File: src/rtl/traffic_junction_ctrl.sv
`default_nettype none
// ============================================================================
// Module      : traffic_junction_ctrl
// Description : Two-way junction signal controller with all-red clearance,
//               pedestrian green truncation, night flashing mode and a
//               two-digit 7-segment countdown display.
// Revision    : 1.0 - initial release
// ============================================================================
module traffic_junction_ctrl #(
    parameter int TICK_CYCLES   = 10000000,
    parameter int GREEN_TIME    = 15,
    parameter int YELLOW_TIME   = 3,
    parameter int ALL_RED_TIME  = 1,
    parameter int PED_GREEN_MAX = 5,
    localparam int CNT_W = $clog2(((GREEN_TIME > YELLOW_TIME)
                               ? ((GREEN_TIME > ALL_RED_TIME) ? GREEN_TIME : ALL_RED_TIME)
                               : ((YELLOW_TIME > ALL_RED_TIME) ? YELLOW_TIME : ALL_RED_TIME)) + 1)
) (
    input  logic             clk,
    input  logic             rstb,
    input  logic             en,
    input  logic             ped_req,
    input  logic             night_mode,
    output logic             ns_red,
    output logic             ns_yellow,
    output logic             ns_green,
    output logic             ew_red,
    output logic             ew_yellow,
    output logic             ew_green,
    output logic             ped_pend,
    output logic [CNT_W-1:0] cnt_out,
    output logic [6:0]       tens_digit_led,
    output logic [6:0]       unit_digit_led
);

    function automatic logic [6:0] seg7(input logic [3:0] d);
        logic [6:0] s;
        case (d)
            4'd0:    s = 7'b0111111;
            4'd1:    s = 7'b0000110;
            4'd2:    s = 7'b1011011;
            4'd3:    s = 7'b1001111;
            4'd4:    s = 7'b1100110;
            4'd5:    s = 7'b1101101;
            4'd6:    s = 7'b1111101;
            4'd7:    s = 7'b0000111;
            4'd8:    s = 7'b1111111;
            4'd9:    s = 7'b1101111;
            default: s = 7'b0000000;
        endcase
        return s;
    endfunction

    localparam int c_presc_w = $clog2(TICK_CYCLES);

    localparam logic [c_presc_w-1:0] c_presc_last = c_presc_w'(TICK_CYCLES - 1);
    localparam logic [c_presc_w-1:0] c_presc_one  = c_presc_w'(1);
    localparam logic [CNT_W-1:0]     c_green      = CNT_W'(GREEN_TIME);
    localparam logic [CNT_W-1:0]     c_yellow     = CNT_W'(YELLOW_TIME);
    localparam logic [CNT_W-1:0]     c_all_red    = CNT_W'(ALL_RED_TIME);
    localparam logic [CNT_W-1:0]     c_ped        = CNT_W'(PED_GREEN_MAX);
    localparam logic [CNT_W-1:0]     c_one        = CNT_W'(1);
    localparam logic [6:0]           c_rst_tens   = (GREEN_TIME < 10) ? 7'b0000000
                                                    : seg7(4'(GREEN_TIME / 10));
    localparam logic [6:0]           c_rst_unit   = seg7(4'(GREEN_TIME % 10));

    localparam logic [2:0] c_st_ns_green  = 3'd0;
    localparam logic [2:0] c_st_ns_yellow = 3'd1;
    localparam logic [2:0] c_st_red_a     = 3'd2;
    localparam logic [2:0] c_st_ew_green  = 3'd3;
    localparam logic [2:0] c_st_ew_yellow = 3'd4;
    localparam logic [2:0] c_st_red_b     = 3'd5;
    localparam logic [2:0] c_st_night     = 3'd6;

    logic [2:0]           r_state;
    logic [c_presc_w-1:0] r_presc;
    logic                 r_blink;

    logic [2:0]           w_state_nxt;
    logic [c_presc_w-1:0] w_presc_nxt;
    logic                 w_blink_nxt;
    logic                 w_pend_nxt;
    logic [CNT_W-1:0]     w_cnt_nxt;
    logic                 w_tick;
    logic                 w_pend_eff;
    logic                 w_is_green;
    logic [5:0]           w_lamps_nxt;
    logic [7:0]           w_cnt8;
    logic [6:0]           w_tens_nxt;
    logic [6:0]           w_unit_nxt;

    always_comb begin
        w_state_nxt = r_state;
        w_presc_nxt = r_presc;
        w_blink_nxt = r_blink;
        w_cnt_nxt   = cnt_out;
        w_pend_eff  = ped_pend | ped_req;
        w_pend_nxt  = w_pend_eff;
        w_tick      = 1'b0;
        w_is_green  = (r_state == c_st_ns_green) || (r_state == c_st_ew_green);

        if (en) begin
            w_tick      = (r_presc == c_presc_last);
            w_presc_nxt = w_tick ? '0 : r_presc + c_presc_one;

            // A pending request in green consumes this cycle, including any tick.
            if (w_is_green && w_pend_eff) begin
                if (cnt_out > c_ped) begin
                    w_cnt_nxt = c_ped;
                end
                w_pend_nxt = 1'b0;
            end else if (r_state == c_st_night) begin
                if (w_tick) begin
                    if (night_mode) begin
                        w_blink_nxt = ~r_blink;
                    end else begin
                        w_state_nxt = c_st_red_b;
                        w_cnt_nxt   = c_all_red;
                        w_blink_nxt = 1'b0;
                    end
                end
            end else if (w_tick) begin
                if (cnt_out > c_one) begin
                    w_cnt_nxt = cnt_out - c_one;
                end else begin
                    // Green always runs out through yellow before night can start.
                    case (r_state)
                        c_st_ns_green:  w_state_nxt = c_st_ns_yellow;
                        c_st_ns_yellow: w_state_nxt = night_mode ? c_st_night : c_st_red_a;
                        c_st_red_a:     w_state_nxt = night_mode ? c_st_night : c_st_ew_green;
                        c_st_ew_green:  w_state_nxt = c_st_ew_yellow;
                        c_st_ew_yellow: w_state_nxt = night_mode ? c_st_night : c_st_red_b;
                        default:        w_state_nxt = night_mode ? c_st_night : c_st_ns_green;
                    endcase

                    case (w_state_nxt)
                        c_st_ns_green, c_st_ew_green:   w_cnt_nxt = c_green;
                        c_st_ns_yellow, c_st_ew_yellow: w_cnt_nxt = c_yellow;
                        c_st_night: begin
                            w_cnt_nxt   = '0;
                            w_blink_nxt = 1'b1;
                        end
                        default:                        w_cnt_nxt = c_all_red;
                    endcase

                    if ((w_state_nxt == c_st_ns_green || w_state_nxt == c_st_ew_green)
                        && w_pend_eff) begin
                        w_cnt_nxt  = c_ped;
                        w_pend_nxt = 1'b0;
                    end
                end
            end
        end
    end

    // Lamp order: {ns_red, ns_yellow, ns_green, ew_red, ew_yellow, ew_green}
    always_comb begin
        w_lamps_nxt = 6'b100100;
        case (w_state_nxt)
            c_st_ns_green:  w_lamps_nxt = 6'b001100;
            c_st_ns_yellow: w_lamps_nxt = 6'b010100;
            c_st_ew_green:  w_lamps_nxt = 6'b100001;
            c_st_ew_yellow: w_lamps_nxt = 6'b100010;
            c_st_night:     w_lamps_nxt = {1'b0, w_blink_nxt, 2'b00, w_blink_nxt, 1'b0};
            default:        w_lamps_nxt = 6'b100100;
        endcase
    end

    always_comb begin
        w_cnt8     = 8'(w_cnt_nxt);
        w_tens_nxt = 7'b0000000;
        w_unit_nxt = 7'b0000000;
        if (w_state_nxt != c_st_night) begin
            w_unit_nxt = seg7(4'(w_cnt8 % 8'd10));
            if (w_cnt8 >= 8'd10) begin
                w_tens_nxt = seg7(4'(w_cnt8 / 8'd10));
            end
        end
    end

    always_ff @(posedge clk) begin
        if (!rstb) begin
            r_state        <= c_st_ns_green;
            r_presc        <= '0;
            r_blink        <= 1'b0;
            ped_pend       <= 1'b0;
            cnt_out        <= c_green;
            {ns_red, ns_yellow, ns_green, ew_red, ew_yellow, ew_green} <= 6'b001100;
            tens_digit_led <= c_rst_tens;
            unit_digit_led <= c_rst_unit;
        end else begin
            r_state        <= w_state_nxt;
            r_presc        <= w_presc_nxt;
            r_blink        <= w_blink_nxt;
            ped_pend       <= w_pend_nxt;
            cnt_out        <= w_cnt_nxt;
            {ns_red, ns_yellow, ns_green, ew_red, ew_yellow, ew_green} <= w_lamps_nxt;
            tens_digit_led <= w_tens_nxt;
            unit_digit_led <= w_unit_nxt;
        end
    end

endmodule
`default_nettype wire
File: config.mk
export PLATFORM = sky130hd
export DESIGN_NAME = traffic_junction_ctrl
export DESIGN_NICKNAME = d
export VERILOG_FILES = /design/src/rtl/traffic_junction_ctrl.sv
export SDC_FILE = /design/constraint.sdc
export NUM_CORES = 1
export LEC_CHECK = 0
export ABC_AREA = 0
export BUFFER_PORTS_ARGS = -buffer_cell sky130_fd_sc_hd__clkbuf_2
export CAP_MARGIN = 20
export CORE_MARGIN = 10
export CORE_UTILIZATION = 31
export CTS_CLUSTER_DIAMETER = 150
export DETAILED_ROUTE_END_ITERATION = 8
export HOLD_SLACK_MARGIN = 0.02
export PLACE_DENSITY = 0.56
export SLEW_MARGIN = 20
export SYNTH_ARGS = -nofsm -noshare
export SYNTH_HDL_FRONTEND = slang
export SYNTH_SLANG_ARGS = --single-unit
File: constraint.sdc
create_clock -name clk -period 4.45 [get_ports clk]
set_clock_uncertainty 0.1 [all_clocks]
set_input_delay 0 -clock clk [delete_from_list [all_inputs] [get_ports clk]]
set_output_delay 0 -clock clk [all_outputs]
set_load 0.1 [all_outputs]
# Word level (Yosys, flattened, before mapping)
# Memory sizes are Yosys's and may differ from the RTL's.
# Index checks and enable logic that the tools add are counted.
dict set report word_totals {
  out_inout_bits 25
  rom_bits 224
  register_bits 53
  inputBits 5
  memories 2
}
# memory depth word_bits read_ports rd_clocked_by_memory_dff wr line
set memory_table {}
lappend memory_table {{(name not given)} 16 7 1 0 0 38} ;# case (d)
lappend memory_table {{(name not given)} 16 7 1 0 0 38}
dict set report op_classes {
  mux 46
  n_eq_ne 15
  n_reduce_logical 11
  div 2
  order_cmp 3
  add_sub_neg 2
  n_bitwise 2
}
# cell count
set op_table {}
lappend op_table {{3-bit 2-to-1 mux} 17}
lappend op_table {{4-bit 2-to-1 mux} 9}
lappend op_table {{6-bit one-hot mux with 5 select lines} 1}
lappend op_table {{24-bit by 1-bit adder with 24-bit output (second input constant)} 1}
lappend op_table {{24-bit equality test (second input constant)} 1}
lappend op_table {{24-bit 2-to-1 mux} 1}
lappend op_table {{3-bit equality test (second input constant)} 6}
lappend op_table {{3-bit one-hot mux with 5 select lines} 1}
lappend op_table {{1-bit 2-to-1 mux} 14}
lappend op_table {{3-bit by 2-bit equality test with 1-bit output (second input constant)} 4}
lappend op_table {{4-bit one-hot mux with 3 select lines} 1}
lappend op_table {{3-bit by 1-bit equality test with 1-bit output (second input constant)} 3}
lappend op_table {{3-bit zero test} 3}
lappend op_table {{4-bit by 4-bit divider with 8-bit output (second input constant)} 1}
lappend op_table {{4-bit by 4-bit remainder unit with 8-bit output (second input constant)} 1}
lappend op_table {{7-bit 2-to-1 mux} 1}
lappend op_table {{4-bit >= comparator (second input constant)} 1}
lappend op_table {{4-bit by 1-bit > comparator with 1-bit output (second input constant)} 1}
lappend op_table {{4-bit by 3-bit > comparator with 1-bit output (second input constant)} 1}
lappend op_table {{2-bit OR reduction} 2}
lappend op_table {{4-bit by 1-bit subtractor with 4-bit output (second input constant)} 1}
lappend op_table {{3-bit inequality test (second input constant)} 1}
lappend op_table {{3-bit AND reduction} 1}
lappend op_table {{1-bit logical AND} 2}
lappend op_table {{5 further kinds} 6}

# Depth between registers and ports, before layout
# Gate-level depths: netlist of run 1.
# An unclocked memory read counts as a cell.
dict set report depth {
  depth_word 20
  depth_mapped 14
}

# Worst setup path after synthesis of run 1
# No wires, ideal clock.
dict set report synth_timing {
  path_kind {reg-to-reg}
  start {register ped_pend}
  end {register unit_digit_led[4]}
  setup_time_ns 0.079
  synth_period_minus_slack_ns 3.687
  path_stages_with_launch 12
  setup_slack_ns 0.763
  arrival_time_ns 3.508
  path_buffers 0
  path_cell_list {dfxtp_1 -> nor2_1 -> o31ai_1 -> nor4_1 -> a21boi_2 -> or2_2 -> o21ai_0 -> ha_1 -> inv_1 -> a32oi_1 -> o211ai_1 -> a211oi_2}
}
dict set report synth_via {
  elab_chain_len 10
  word_cells_on_any_way 15
  classes_between {div: 1; eq/ne: 1; mux: 8; bitwise: 1; reduce/logical: 3; memory: 1}
}
# item line
set synth_rtl {}
lappend synth_rtl {{start, declared} 30} ;# output logic ped_pend,
lappend synth_rtl {{start signal, assigned} 195} ;# ped_pend <= w_pend_nxt;
lappend synth_rtl {{1-bit OR *} 97} ;# w_pend_eff = ped_pend | ped_req;
lappend synth_rtl {{1-bit logical AND} 147} ;# && w_pend_eff) begin
lappend synth_rtl {{4-bit 2-to-1 mux} 146} ;# if ((w_state_nxt == c_st_ns_green || w_state_nxt == c_st_ew_green)
lappend synth_rtl {{4-bit 2-to-1 mux} 123} ;# if (cnt_out > c_one) begin
lappend synth_rtl {{4-bit 2-to-1 mux} 122} ;# end else if (w_tick) begin
lappend synth_rtl {{4-bit 2-to-1 mux} 112} ;# end else if (r_state == c_st_night) begin
lappend synth_rtl {{4-bit 2-to-1 mux} 107} ;# if (w_is_green && w_pend_eff) begin
lappend synth_rtl {{4-bit 2-to-1 mux} 102} ;# if (en) begin
lappend synth_rtl {{4-bit by 4-bit remainder unit with 8-bit output} 174} ;# w_unit_nxt = seg7(4'(w_cnt8 % 8'd10));
lappend synth_rtl {{memory 16 x 7 bit} n/a}
lappend synth_rtl {{end signal, assigned} 190} ;# unit_digit_led <= c_rst_unit;
lappend synth_rtl {{end signal, assigned} 199} ;# unit_digit_led <= w_unit_nxt;
lappend synth_rtl {{end, declared} 33} ;# output logic [6:0] unit_digit_led
# Mark *: on every way between the ends. The rest lies on a longest branch, timed or not.
# A chain may end at the register's enable or synchronous reset.

# Worst setup path after layout of run 1
dict set report layout_timing {
  start {register r_presc[2]}
  end {register unit_digit_led[4]}
}
dict set report layout_via {
  elab_chain_len 7
  word_cells_on_any_way 15
  classes_between {div: 1; eq/ne: 2; mux: 10; reduce/logical: 1; memory: 1}
}
# item line
set layout_rtl {}
lappend layout_rtl {{start, declared} 76} ;# logic [c_presc_w-1:0] r_presc;
lappend layout_rtl {{start signal, assigned} 193} ;# r_presc <= w_presc_nxt;
lappend layout_rtl {{24-bit equality test *} 103} ;# w_tick = (r_presc == c_presc_last);
lappend layout_rtl {{4-bit 2-to-1 mux, or another cell as far along} 122}
lappend layout_rtl {{4-bit 2-to-1 mux / 3-bit 2-to-1 mux (equally long branches)} 112}
lappend layout_rtl {{4-bit 2-to-1 mux / 3-bit 2-to-1 mux (equally long branches)} 107}
lappend layout_rtl {{4-bit 2-to-1 mux / 3-bit 2-to-1 mux (equally long branches)} 102}
lappend layout_rtl {{4-bit by 4-bit remainder unit with 8-bit output / 3-bit inequality test (equally long branches)} {174, 173}}
lappend layout_rtl {{memory 16 x 7 bit / 2-bit AND reduction (equally long branches)} n/a}
# Marked as above.

==> impl.org, run 1 <==
** Routing
- Top routing layer used :: met4
- Post-route antenna net violation count :: 0
- Detailed Route Iter0 Violations :: 97
- Number of vias after detailed routing :: 2377
- Routed Wire Length :: 6.24 mm
- For this run, design rule violations remaining after detail routing come to 0.
- The first detailed-routing pass ran for 4 iterations.
- Post-detailed-route via-to-cell ratio :: 5.18
- The routed design uses 2.85 mm of met2 wire.
- Post-Route M1 WL :: 3.04 mm
- Dividing the detail-routed wire length by the instance count gives 13.6 um.
- The routed design uses 271 um of met3 wire.

** Final layout
- Area growth from synthesis to layout :: 11.8%
- At the end of the flow the core is filled with cells to 35.1%.
- Of the cells placed in the final design, the portion with a size suffix greater than 1 is 15.7%.
- Once layout is complete, the cells apart from fillers number 459.
- Fin area :: 3030 sq um
- Ant diodes :: 0
- At the end of the flow, the number of nets in the layout was 365.

** Place
- Port buffer count :: 28
- The congestion estimate from routability-driven global placement came to 0.820.
- Half-perimeter wire length after detailed placement :: 4.65 mm
- Before CTS, the worst setup slack after placement is 0.769 ns.
- Placed instance area :: 2920 sq um
- Once placement completed, the tool counted placed cells totaling 449.

** CTS
- No sink is reached through more buffers than the 2 on the longest clock path.
- TritonCTS clock tree :: yes
- At the later pin of the worst-skew pair, clock insertion delay measures 0.30 ns.
- Clock-pin slew on the worst setup and hold paths :: 0.08 ns
- Root buffer cell :: clkbuf_8
- The clock tree synthesis step divided the H-tree into 2 levels.
- Buffers inserted during clock tree synthesis total 5.
- Post-CTS resize count :: 0
- Counting every sink on the clock net gives 48.

** Floorplanning
- Vertical die dimension :: 114 um
- Overall die area :: 12900 sq um
- For this design the top-level I/O count stands at 30.
- Standard-cell rows :: 34
- The floorplan step set the die width to 114 um.
- After floorplanning, the core was sized to cover 8640 sq um.
- Initial Utilization :: 31.4%

** Global routing
- The first global-routing pass estimated 11.2 mm of wire.
- For this run, the total global-route usage over all layers was measured as 10.0%.
- The number of global-route vias before repair was 2318.
- Number of antenna violations at the first check in global routing :: 0
- Entering global routing, the biggest net connects 24 pins.
- GRT Residual Overflow :: 0

** Status
- Outcome :: completed

** Logic synthesis
- In the post-synthesis netlist, the biggest area contributors are dfxtp_1 35%, nor2_1 5.3%, ha_1 4.6%.
- Ranking of synthesized cells by instance count :: 48 x dfxtp_1, 38 x nor2_1, 27 x nand2_1, 19 x o21ai_0
- Each instance of the synthesized netlist takes up on average 8.32 sq um.
- Cell with the most instances after synthesis :: dfxtp_1
- The number of different library cells used by synthesis comes to 71.
- The mapped netlist covers 2710 sq um.
- Number of synthesized flops with an enable pin :: 0
- Instance count of the mapped netlist :: 326
- Predominant post-synthesis flop cell :: dfxtp_1
- Synth Warn # :: 0
- For this run, asynchronously set or reset flops after synthesis account for 0%.
- The biggest area contributor in the post-synthesis netlist is dfxtp_1.
- Sequential area share after synthesis :: 35.4%
- Count of state elements after synthesis :: 48
- In this run the biggest area consumer among cell types represents 35.4% of the synthesized area.

** Setup path
- For the worst setup path, the data required time is 4.58 ns.
- Along the worst path, the maximum fanout reaches 10.
- For this run, the slowest stage of the critical path takes 0.61 ns.
- On the critical path the largest part of the delay comes from simple AND/OR/NAND/NOR gates.
- Critical path launch point type :: flop
- Measured in cells, the most critical reg-to-reg path has a length of 11.
- Crit path depth :: 11
- The critical path goes through or4b_1 > or4_4 > nor4_1 > o311a_1 > nor2_2 > o21ai_0 > ha_1 > inv_1 > a32oi_1 > o211ai_1 > a211oi_2.
- The worst setup path is of the reg2reg kind.
- STA classifies the critical path endpoint as a flop.
- Worst path buffer plus inverter count :: 1
- On the critical path, the stage with the largest delay is an instance of nor4_1.
- Data on the critical path arrives at its endpoint at 3.92 ns.

** Min path
- Hold WC Path Type :: in2reg
- Worst hold path depth :: 3

** Pwr
- In this run the static leakage power is 1.18 nW.
- After layout, the design draws a total of 0.903 mW.
- IR analysis of the VDD net gives a maximum drop of 0.000152 V.
- Total power divided by cell area :: 298 nW/um^2

** STA
- The max-slew violation count came to 0.
- Remaining max-slew budget at the tightest pin :: 53.5%
- Minimum setup slack in the final design :: 0.656 ns
- For the final routed database, the setup TNS stands at 0 ns.
- Min Hold Slack :: 0.0895 ns
- Setup repair after global routing left no endpoint under its margin.
- Count of final hold-check violations :: 0
- Final setup vio count :: 0
- F_max :: 0.264 GHz
- Final period utilization :: 85.3%
- At the pin with the least slew margin, the transition time is 0.680 ns.
- The worst path needs 3.79 ns of the cycle, external delays included.

** Run
- Across the run, the number of max-cap violations was 0.
-- report_power, final --
part	internal, mW	switching [mW]	leakage (nW)
Clock	0.127	0.145	0.0455
Sequential	0.441	0.00645	0.390
Combinational	0.0382	0.146	0.749
-- routing by layer --
| layer | up-vias | global-route usage, % |
|---|---|---|
| met5 | - | 0 |
| met2 | 47 | 15.9 |
| li1 | 1203 | - |
| met4 | 0 | 2.88 |
| met1 | 1121 | 13.4 |
| met3 | 6 | 2.15 |
-- worst register-to-register path: cells and delay by family, from the launching register on --
kind                       cells  cell delay, ns
AOI/OAI and AO/OA              5            1.27
adders and majority gates      1            0.25
buffers and inverters          1            0.05
DFF                            1            0.44
and+or+nand+nor                4            1.62
-- sequential cells by signal, summed over array words and instances, names as in the netlist --
name,cells
cnt_out,4
ew_green,1
ew_red,1
tens_digit_led,2
ns_yellow,1
ns_red,1
unit_digit_led,7
ew_yellow,1
r_state,3
r_blink,1
ped_pend,1
ns_green,1
r_presc,24
-- worst paths after layout --
path | slack (ns) | from | to
worst max register to register | 0.66 | r_presc[2] | unit_digit_led[4]
worst min register to register | 0.42 | r_presc[23] | r_presc[23]
worst max-delay path | 0.66 | r_presc[2] | unit_digit_led[4]
worst min-delay path | 0.09 | en | r_presc[1]
-- cells by family after synthesis --
kind of cell / count (synthesis) / synth area share [%]
and+or+nand+nor: 137 / 27.1
AOI/OAI and AO/OA: 75 / 19.7
DFF: 48 / 35.4
buffers and inverters: 32 / 5.44
xor gates and xnor gates: 19 / 6.13
adders and majority gates: 10 / 4.61
muxes: 4 / 1.48
other: 1 / 0.138
-- final cells by class --
type	count	area [sq um]
Timing Repair Buffer	33	183
Inverter	15	56.3
Clock buffer	8	90.1
Sequential cell	48	961
Multi-Input combinational cell	247	1610
Tap cell	108	135
Fill cell	908	5600
-- cells in the final DEF (no fill, tap or decap), types with 3 or more instances in the layout --
| cell | netlist | routed |
|---|---|---|
| and3_1 | 4 | 4 |
| nand2b_1 | 6 | 6 |
| or2_2 | 3 | 3 |
| nand3_1 | 7 | 7 |
| xor2_1 | 14 | 14 |
| clkbuf_2 | 0 | 28 |
| or3_1 | 9 | 9 |
| xnor2_1 | 5 | 5 |
| inv_1 | 14 | 14 |
| a21oi_1 | 14 | 14 |
| or2_1 | 3 | 3 |
| dfxtp_1 | 48 | 48 |
| buf_4 | 5 | 3 |
| nand4_1 | 10 | 10 |
| mux2i_1 | 4 | 4 |
| a21o_1 | 4 | 4 |
| nor3_1 | 3 | 3 |
| a32oi_1 | 5 | 5 |
| nor4_1 | 4 | 4 |
| clkbuf_8 | 0 | 6 |
| ha_1 | 10 | 10 |
| nor2_1 | 38 | 38 |
| nor4b_1 | 3 | 3 |
| nand2_1 | 27 | 27 |
| o21ai_0 | 19 | 19 |
| o31ai_1 | 5 | 5 |
-- timing repair --
item | in CTS | in global routing
hold buffers | 2 | 0
buffers inserted | 0 | 0
endpoints found under the hold margin | 9 | 0
(Power assumes the default switching activity.)
==> run 2: changes to the inputs <==
--- a/config.mk
+++ b/config.mk
@@ -11,9 +11,11 @@
 export CORE_MARGIN = 10
 export CORE_UTILIZATION = 31
 export CTS_CLUSTER_DIAMETER = 150
+export CTS_CLUSTER_SIZE = 12
 export DETAILED_ROUTE_END_ITERATION = 8
 export HOLD_SLACK_MARGIN = 0.02
 export PLACE_DENSITY = 0.56
+export REMOVE_ABC_BUFFERS = 1
 export SLEW_MARGIN = 20
 export SYNTH_ARGS = -nofsm -noshare
 export SYNTH_HDL_FRONTEND = slang
==> impl.org, run 2 (synthesized netlist as in run 1, its figures left out) <==
** STA
- F_max :: 0.269 GHz
- Setup repair after global routing left no endpoint under its margin.
- Setup TNS Final :: 0 ns
- Slew at the pin with the worst max-slew slack :: 0.655 ns
- The final critical path takes up 83.7% of the cycle.
- The number of failing hold endpoints at the final stage came to 0.
- In this run the tightest slew margin relative to its limit is 55.2%.
- Final setup vio count :: 0
- The max-slew violation count was 0.
- After layout, the minimum clock period comes to 3.72 ns.
- Minimum setup slack in the final design :: 0.727 ns

** Routing
- For this run, the detailed router's first-pass iteration total came to 4.
- The first routing iteration left 156 violations.
- Using the TritonRoute via totals, the vias-per-cell ratio works out to 5.15.
- For this block, the routed nets add up to 6.25 mm of wire.
- In the final routed layout, each cell accounts on average for 13.6 um.
- Count of unresolved DRC violations after routing :: 0
- Post-route antenna net violation count :: 0
- Number of vias after detailed routing :: 2360

** CTS
- The H-tree was split into 2 levels.
- Root buffer cell :: clkbuf_8
- Post-CTS resize count :: 0
- Buffers inserted during clock tree synthesis total 5.
- Number of buffers between clock root and the deepest sink :: 2
- Clock-pin slew on the worst setup and hold paths :: 0.09 ns
- TritonCTS built the clock tree.
- The clock drives 48 sinks.
- Postcts setup bufs :: 0
- Clock latency on the worst-skew pair, taken at its later pin, is 0.29 ns.
- Cts hold-fix bufs :: 1

** Final layout
- After the last flow step, the layout net total stands at 364.
- The library cell used most frequently in the layout, excluding fill and tap cells, is dfxtp_1.
- Ant diodes :: 0
- The library cells used most frequently in the layout, excluding fill and tap cells, are 48 x dfxtp_1, 38 x nor2_1, 28 x clkbuf_2.
- Summing all multi-input logic gate instances after layout gives 1610 sq um.
- Largest registers :: r_presc: 24 flops, unit_digit_led: 7 flops, cnt_out: 4 flops
- The layout has 899 filler cells.
- Register containing the most flip-flops in the final layout :: r_presc
- The post-route netlist has 15.7% of its cells at a drive strength greater than 1.
- Area growth from synthesis to layout :: 11.4%
- Number of flip-flops in the largest register :: 24
- Seq. cell area :: 961 sq um

** Global routing
- The number of global-route vias before repair is 2269.
- Largest net degree at the start of global routing :: 24
- The first global-routing pass estimated 10.5 mm of wire.
- GRT Residual Overflow :: 0
- The initial antenna violation count was 0.
- Total GRT Usage :: 9.56%

** Place
- Half-perimeter wire length after detailed placement :: 4.72 mm
- Routability-driven placement finished with a final weighted congestion of 0.800.
- Input and output buffers added on the ports amount to 28.
- Timing analysis after detailed placement gives a worst setup slack of 0.794 ns.

** Pwr
- The worst-case IR drop observed on VDD is 0.000154 V.
- Leakage power summed over all cells :: 1.18 nW
- Total power divided by cell area :: 297 nW/um^2
- The completed layout was analyzed and its total power is 0.897 mW.

** Setup path
- Worst endpoint data arrival time :: 3.84 ns
- The critical path is of the reg2reg type.
- Slowest stage cell on the critical path :: nor4_1
- Required time reported for the critical path endpoint :: 4.57 ns
- Critical path launch point type :: flop
- In this run the worst path has a maximum fanout of 10.
- For this run, the slowest stage of the critical path takes 0.55 ns.
- The critical path goes through or4b_1 > or4_4 > nor4_1 > o311a_1 > nor2_2 > o21ai_0 > ha_1 > inv_1 > a32oi_1 > o211ai_1 > a211oi_2.
- Setup crit end kind :: flop

** Floorplanning
- The die is 114 um wide.
- The initial utilization of the core area, before any placement, comes to 31.4%.
- Overall die area :: 12900 sq um
- Vertical die dimension :: 114 um
- Pin placement for this block handled 30 I/O pins.
- After floorplanning, the core was sized to cover 8640 sq um.
- Row generation in the floorplan step produced 34 rows.

** Run
- Max-cap violations in this run came to 0.

** Min path
- Hold WC Path Type :: in2reg

** Status
- The flow ran to the end, and the final reports show no timing, DRC or antenna violations.
-- run 2: through the flow --
step	util (%)	cells	instance area [sq um]	hold WS (ns)
2_1_floorplan	-	310	2630	-0.0381
3_3_place_gp	33.9	449	2920	0.287
5_1_grt	35.0	458	3020	0.0567
6_report	35.0	458	3020	0.0359
3_5_place_dp	33.9	449	2920	0.289
4_1_cts	35.0	458	3020	0.0481
-- run 2: critical path: cells and delay by family (launching register included) --
kind	cells	cell delay (ns)
and+or+nand+nor	4	1.61
AOI/OAI and AO/OA	5	1.28
DFF	1	0.35
adders and majority gates	1	0.25
buffers and inverters	1	0.04
-- run 2: where the power goes --
part | total (mW) | internal [mW] | switching (mW)
sequential | 0.448 | 0.441 | 0.00676
combinational | 0.184 | 0.0377 | 0.147
clock | 0.265 | 0.127 | 0.138
-- run 2: routing by layer --
metal | up-vias | routed length [um] | global-route usage (%)
met3 | 9 | 184 | 1.73
met5 | - | 0 | 0
met2 | 38 | 2790 | 14.7
li1 | 1203 | - | -
met1 | 1110 | 3120 | 12.5
met4 | 0 | 155 | 4.99
-- run 2: area by class of cell --
cell class,instances,share of cell area (%)
Multi-Input combinational cell,247,53.2
Sequential cell,48,31.8
Timing Repair Buffer,32,5.71
Tap cell,108,4.47
Clock buffer,8,2.98
Inverter,15,1.86
-- run 2: path summary, 6_finish.rpt --
check,to,start,slack (ns),cells past startpoint
worst max-delay path,unit_digit_led[4],r_presc[7],0.73,11
worst min-delay path,ped_pend,ped_req,0.04,3
worst max register to register,unit_digit_led[4],r_presc[7],0.73,11
worst min register to register,r_presc[23],r_presc[23],0.43,2
==> run 3: changes to the inputs <==
--- a/config.mk
+++ b/config.mk
@@ -5,7 +5,7 @@
 export SDC_FILE = /design/constraint.sdc
 export NUM_CORES = 1
 export LEC_CHECK = 0
-export ABC_AREA = 0
+export ABC_AREA = 1
 export BUFFER_PORTS_ARGS = -buffer_cell sky130_fd_sc_hd__clkbuf_2
 export CAP_MARGIN = 20
 export CORE_MARGIN = 10
@@ -14,7 +14,7 @@
 export CTS_CLUSTER_SIZE = 12
 export DETAILED_ROUTE_END_ITERATION = 8
 export HOLD_SLACK_MARGIN = 0.02
-export PLACE_DENSITY = 0.56
+export PLACE_DENSITY = 0.57
 export REMOVE_ABC_BUFFERS = 1
 export SLEW_MARGIN = 20
 export SYNTH_ARGS = -nofsm -noshare
==> constraint.sdc (replaced) <==
create_clock -name clk -period 3.05 [get_ports clk]
set_clock_uncertainty 0.1 [all_clocks]
set_input_delay 0 -clock clk [delete_from_list [all_inputs] [get_ports clk]]
set_output_delay 0 -clock clk [all_outputs]
set_load 0.1 [all_outputs]
==> impl.org, run 3 <==
** Setup path
- In this run the worst path has a maximum fanout of 6.
- Class of the most critical setup path :: reg2reg
- STA puts the critical path data required time at 3.14 ns.
- Setup crit end kind :: flop
- Worst endpoint data arrival time :: 2.89 ns
- The worst setup path is launched from a flop.

** Logic synthesis
- Ys async rst share :: 0%
- Among all cell types in the netlist, the one instantiated most often is nand2_1.
- In this run the mean area of a mapped cell was 6.78 sq um.
- Distinct cells, synth :: 45
- The largest total area in the synthesized netlist belongs to dfxtp_1.
- Predominant post-synthesis flop cell :: dfxtp_1
- Summing the sequential cell areas from Yosys gives 32.1% of the chip area.
- After synthesis, the cell types taking the most area are dfxtp_1 32%, nand2_1 12%, nor2_1 7.5%.
- Synth Warn # :: 0
- Yosys mapped a number of flops with a built-in enable equal to 0.
- The commonest cells after synthesis are 95 x nand2_1, 60 x nor2_1, 48 x dfxtp_1, 42 x inv_1, 27 x nand3_1.
- Synthesis produced 441 cells.
- After synthesis the cells add up to 2990 sq um.
- After synthesis, the largest area contributor takes up 32.1% of total cell area.
- Count of state elements after synthesis :: 48

** Floorplanning
- Boundary pin count :: 30
- Measured along the y axis, the die boundary spans 118 um.
- The core region is 9330 sq um.
- The die is 118 um wide.
- Standard-cell rows :: 35
- Overall die area :: 14000 sq um
- Initial Utilization :: 32.1%

** Place
- Half-perimeter wire length after detailed placement :: 5.53 mm
- Port buffer count :: 28
- Last weighted congestion value of the routability-driven placer :: 0.852
- The number of placed instances, taps included, is 592.

** Routing
- DRT Pass-1 Iters :: 4
- Count of unresolved DRC violations after routing :: 0
- In the routed layout, each cell is associated on average with a via count of 4.62.
- For this block, the initial DRC count from the detailed router was 124.
- Post-route antenna net violation count :: 0
- The routed design has 6.99 mm of wire.
- After detailed routing, the average wire length per cell comes to 11.6 um.
- The detailed router placed 2779 vias in this run.

** STA
- Count of final hold-check violations :: 0
- The max-slew violation count is 0.
- At the pin with the least slew margin, the transition time is 0.553 ns.
- F_max :: 0.357 GHz
- Unrepaired setup endpoints after global routing :: false
- Remaining max-slew budget at the tightest pin :: 63.3%
- The final critical path takes up 91.8% of the cycle.
- Setup violations remaining at the end of the flow were counted as 0.
- Final min period :: 2.80 ns

** Final layout
- Fillcell total :: 998
- Largest registers :: r_presc: 24 flops, unit_digit_led: 7 flops, cnt_out: 4 flops
- In the final layout, the multi-input gates occupy 1750 sq um.
- Once layout is complete, the utilization of the core stands at 36.1%.
- The library cells used most frequently in the layout, excluding fill and tap cells, are 94 x nand2_1, 60 x nor2_1, 48 x dfxtp_1.
- Most frequent standard cell in the layout excluding fill and tap cells :: nand2_1
- Final non-filler cell total :: 602
- Share of cells above drive strength 1 :: 19.7%
- The net count of the finished layout is 487.
- r_presc holds more flip-flops than any other register.
- Compared with the post-synthesis result, the final layout area differs by 12.7%.
- The register with the most flip-flops in the layout has 24 of them.
- 0 antenna diodes ended up in the layout.
- In the final layout, flip-flops and latches occupy 961 sq um.

** Status
- The run finished with clean final reports.

** CTS
- Buffers inserted during clock tree synthesis total 5.
- Number of buffers between clock root and the deepest sink :: 2
- The H-tree was split into 2 levels.
- In this run the clock root is driven by a clkbuf_8.
- Clock latency reported for the late side of the worst-skew pair :: 0.30 ns
- TritonCTS clock tree :: yes
- After clock tree synthesis, the clock-pin slew on the worst setup and hold paths is 0.09 ns.
- Sinks on Clock Net :: 48

** Run
- Number of maximum-capacitance violations :: 0

** Pwr
- Summed over all cells, the static leakage comes to 1.42 nW.
- Worst ir drop on vdd :: 0.000208 V
- Total power divided by cell area :: 444 nW/um^2
- Overall power after layout :: 1.50 mW

** Global routing
- First-pass GRT wire length :: 12.1 mm
- Number of antenna violations at the first check in global routing :: 0
- Total GRT Usage :: 9.99%
- Via count of the first global-routing pass :: 2643
- GRT Residual Overflow :: 0
- Largest net degree at the start of global routing :: 20

** Min path
- Hold WC Path Type :: in2reg
[run 3: cell types whose count changed in the layout (fill, tap and decap cells not counted), sizes merged, moves of 5 or more]
cell / previous run / this run
nand2: 27 / 110
inv: 15 / 58
nor2: 39 / 71
nand3: 7 / 31
nor3: 3 / 20
a21oi: 14 / 25
o21ai: 22 / 11
xor2: 14 / 4
or3: 9 / 0
nand2b: 6 / 0
a32oi: 5 / 0
clkinv: 0 / 5
or2: 7 / 2
[run 3: layout make-up]
cell class | count | share of cell area, %
multi-input cells | 324 | 51.9
flip-flops and latches | 48 | 28.5
inverters | 61 | 6.87
repair buffers | 32 | 5.20
well taps | 129 | 4.79
clock buffers | 6 | 2.45
clock inverters | 2 | 0.297
[run 3: cell families after synthesis]
group | count (synthesis) | synth area share [%]
other | 1 | 0.125
adders and majority gates | 10 | 4.18
buffers and inverters | 70 | 9.62
and+or+nand+nor | 258 | 41.9
AOI/OAI and AO/OA | 49 | 10.5
xor gates and xnor gates | 5 | 1.46
DFF | 48 | 32.1
[run 3: metal layers]
metal	share of wire [%]	routed length, um	vias up	global-route usage, %
met3	2.9	206	5	1.76
li1	-	-	1480	-
met4	1.3	91	0	3.55
met5	0	0	-	0
met1	50	3490	1251	12.9
met2	46	3200	43	16.3
[run 3: report_power, final]
part	internal (mW)	switching [mW]
sequential	0.652	0.0157
combinational	0.0916	0.344
clock	0.181	0.211
[run 3: what timing repair did]
action,4_1_cts,5_1_grt
setup buffers,0,0
endpoints found under the hold margin,13,0
gates resized for setup,0,1
hold buffers,2,0
endpoints found under the setup margin,0,4
[run 3: worst max-delay path, stage by stage (launching register included)]
cell and delay, ns:
dfxtp_1 0.43, inv_1 0.11, ha_1 0.24, nor2_1 0.19, nor2_2 0.10, nand3_1 0.10
nand2_1 0.06, nand3_1 0.07, nand2_1 0.05, nand2_1 0.05, nand3_1 0.17, a21oi_4 0.23
ha_1 0.26, nand2_2 0.13, nand2_4 0.09, nand2_1 0.09, nand3_1 0.08, nand3_1 0.07
nand2_1 0.05
[run 3: worst paths after layout]
| kind | end | slack (ns) | start | cells past startpoint |
|---|---|---|---|---|
| max | unit_digit_led[0] | 0.25 | cnt_out[0] | 18 |
| min | ped_pend | 0.03 | ped_req | 4 |
| max reg2reg | unit_digit_led[0] | 0.25 | cnt_out[0] | 18 |
| min reg2reg | r_presc[0] | 0.40 | r_presc[0] | 2 |
[run 3: stage by stage]
step                      setup TNS, ns  setup WS [ns]  hold WS, ns  area (sq um)
after floorplan                   -1.27         -0.255      -0.0311          2940
after global placement                0          0.350        0.278          3260
after detailed placement              0          0.273        0.275          3260
after CTS                             0          0.241       0.0464          3370
after global routing                  0         0.0315       0.0778          3370
final                                 0          0.251       0.0333          3370
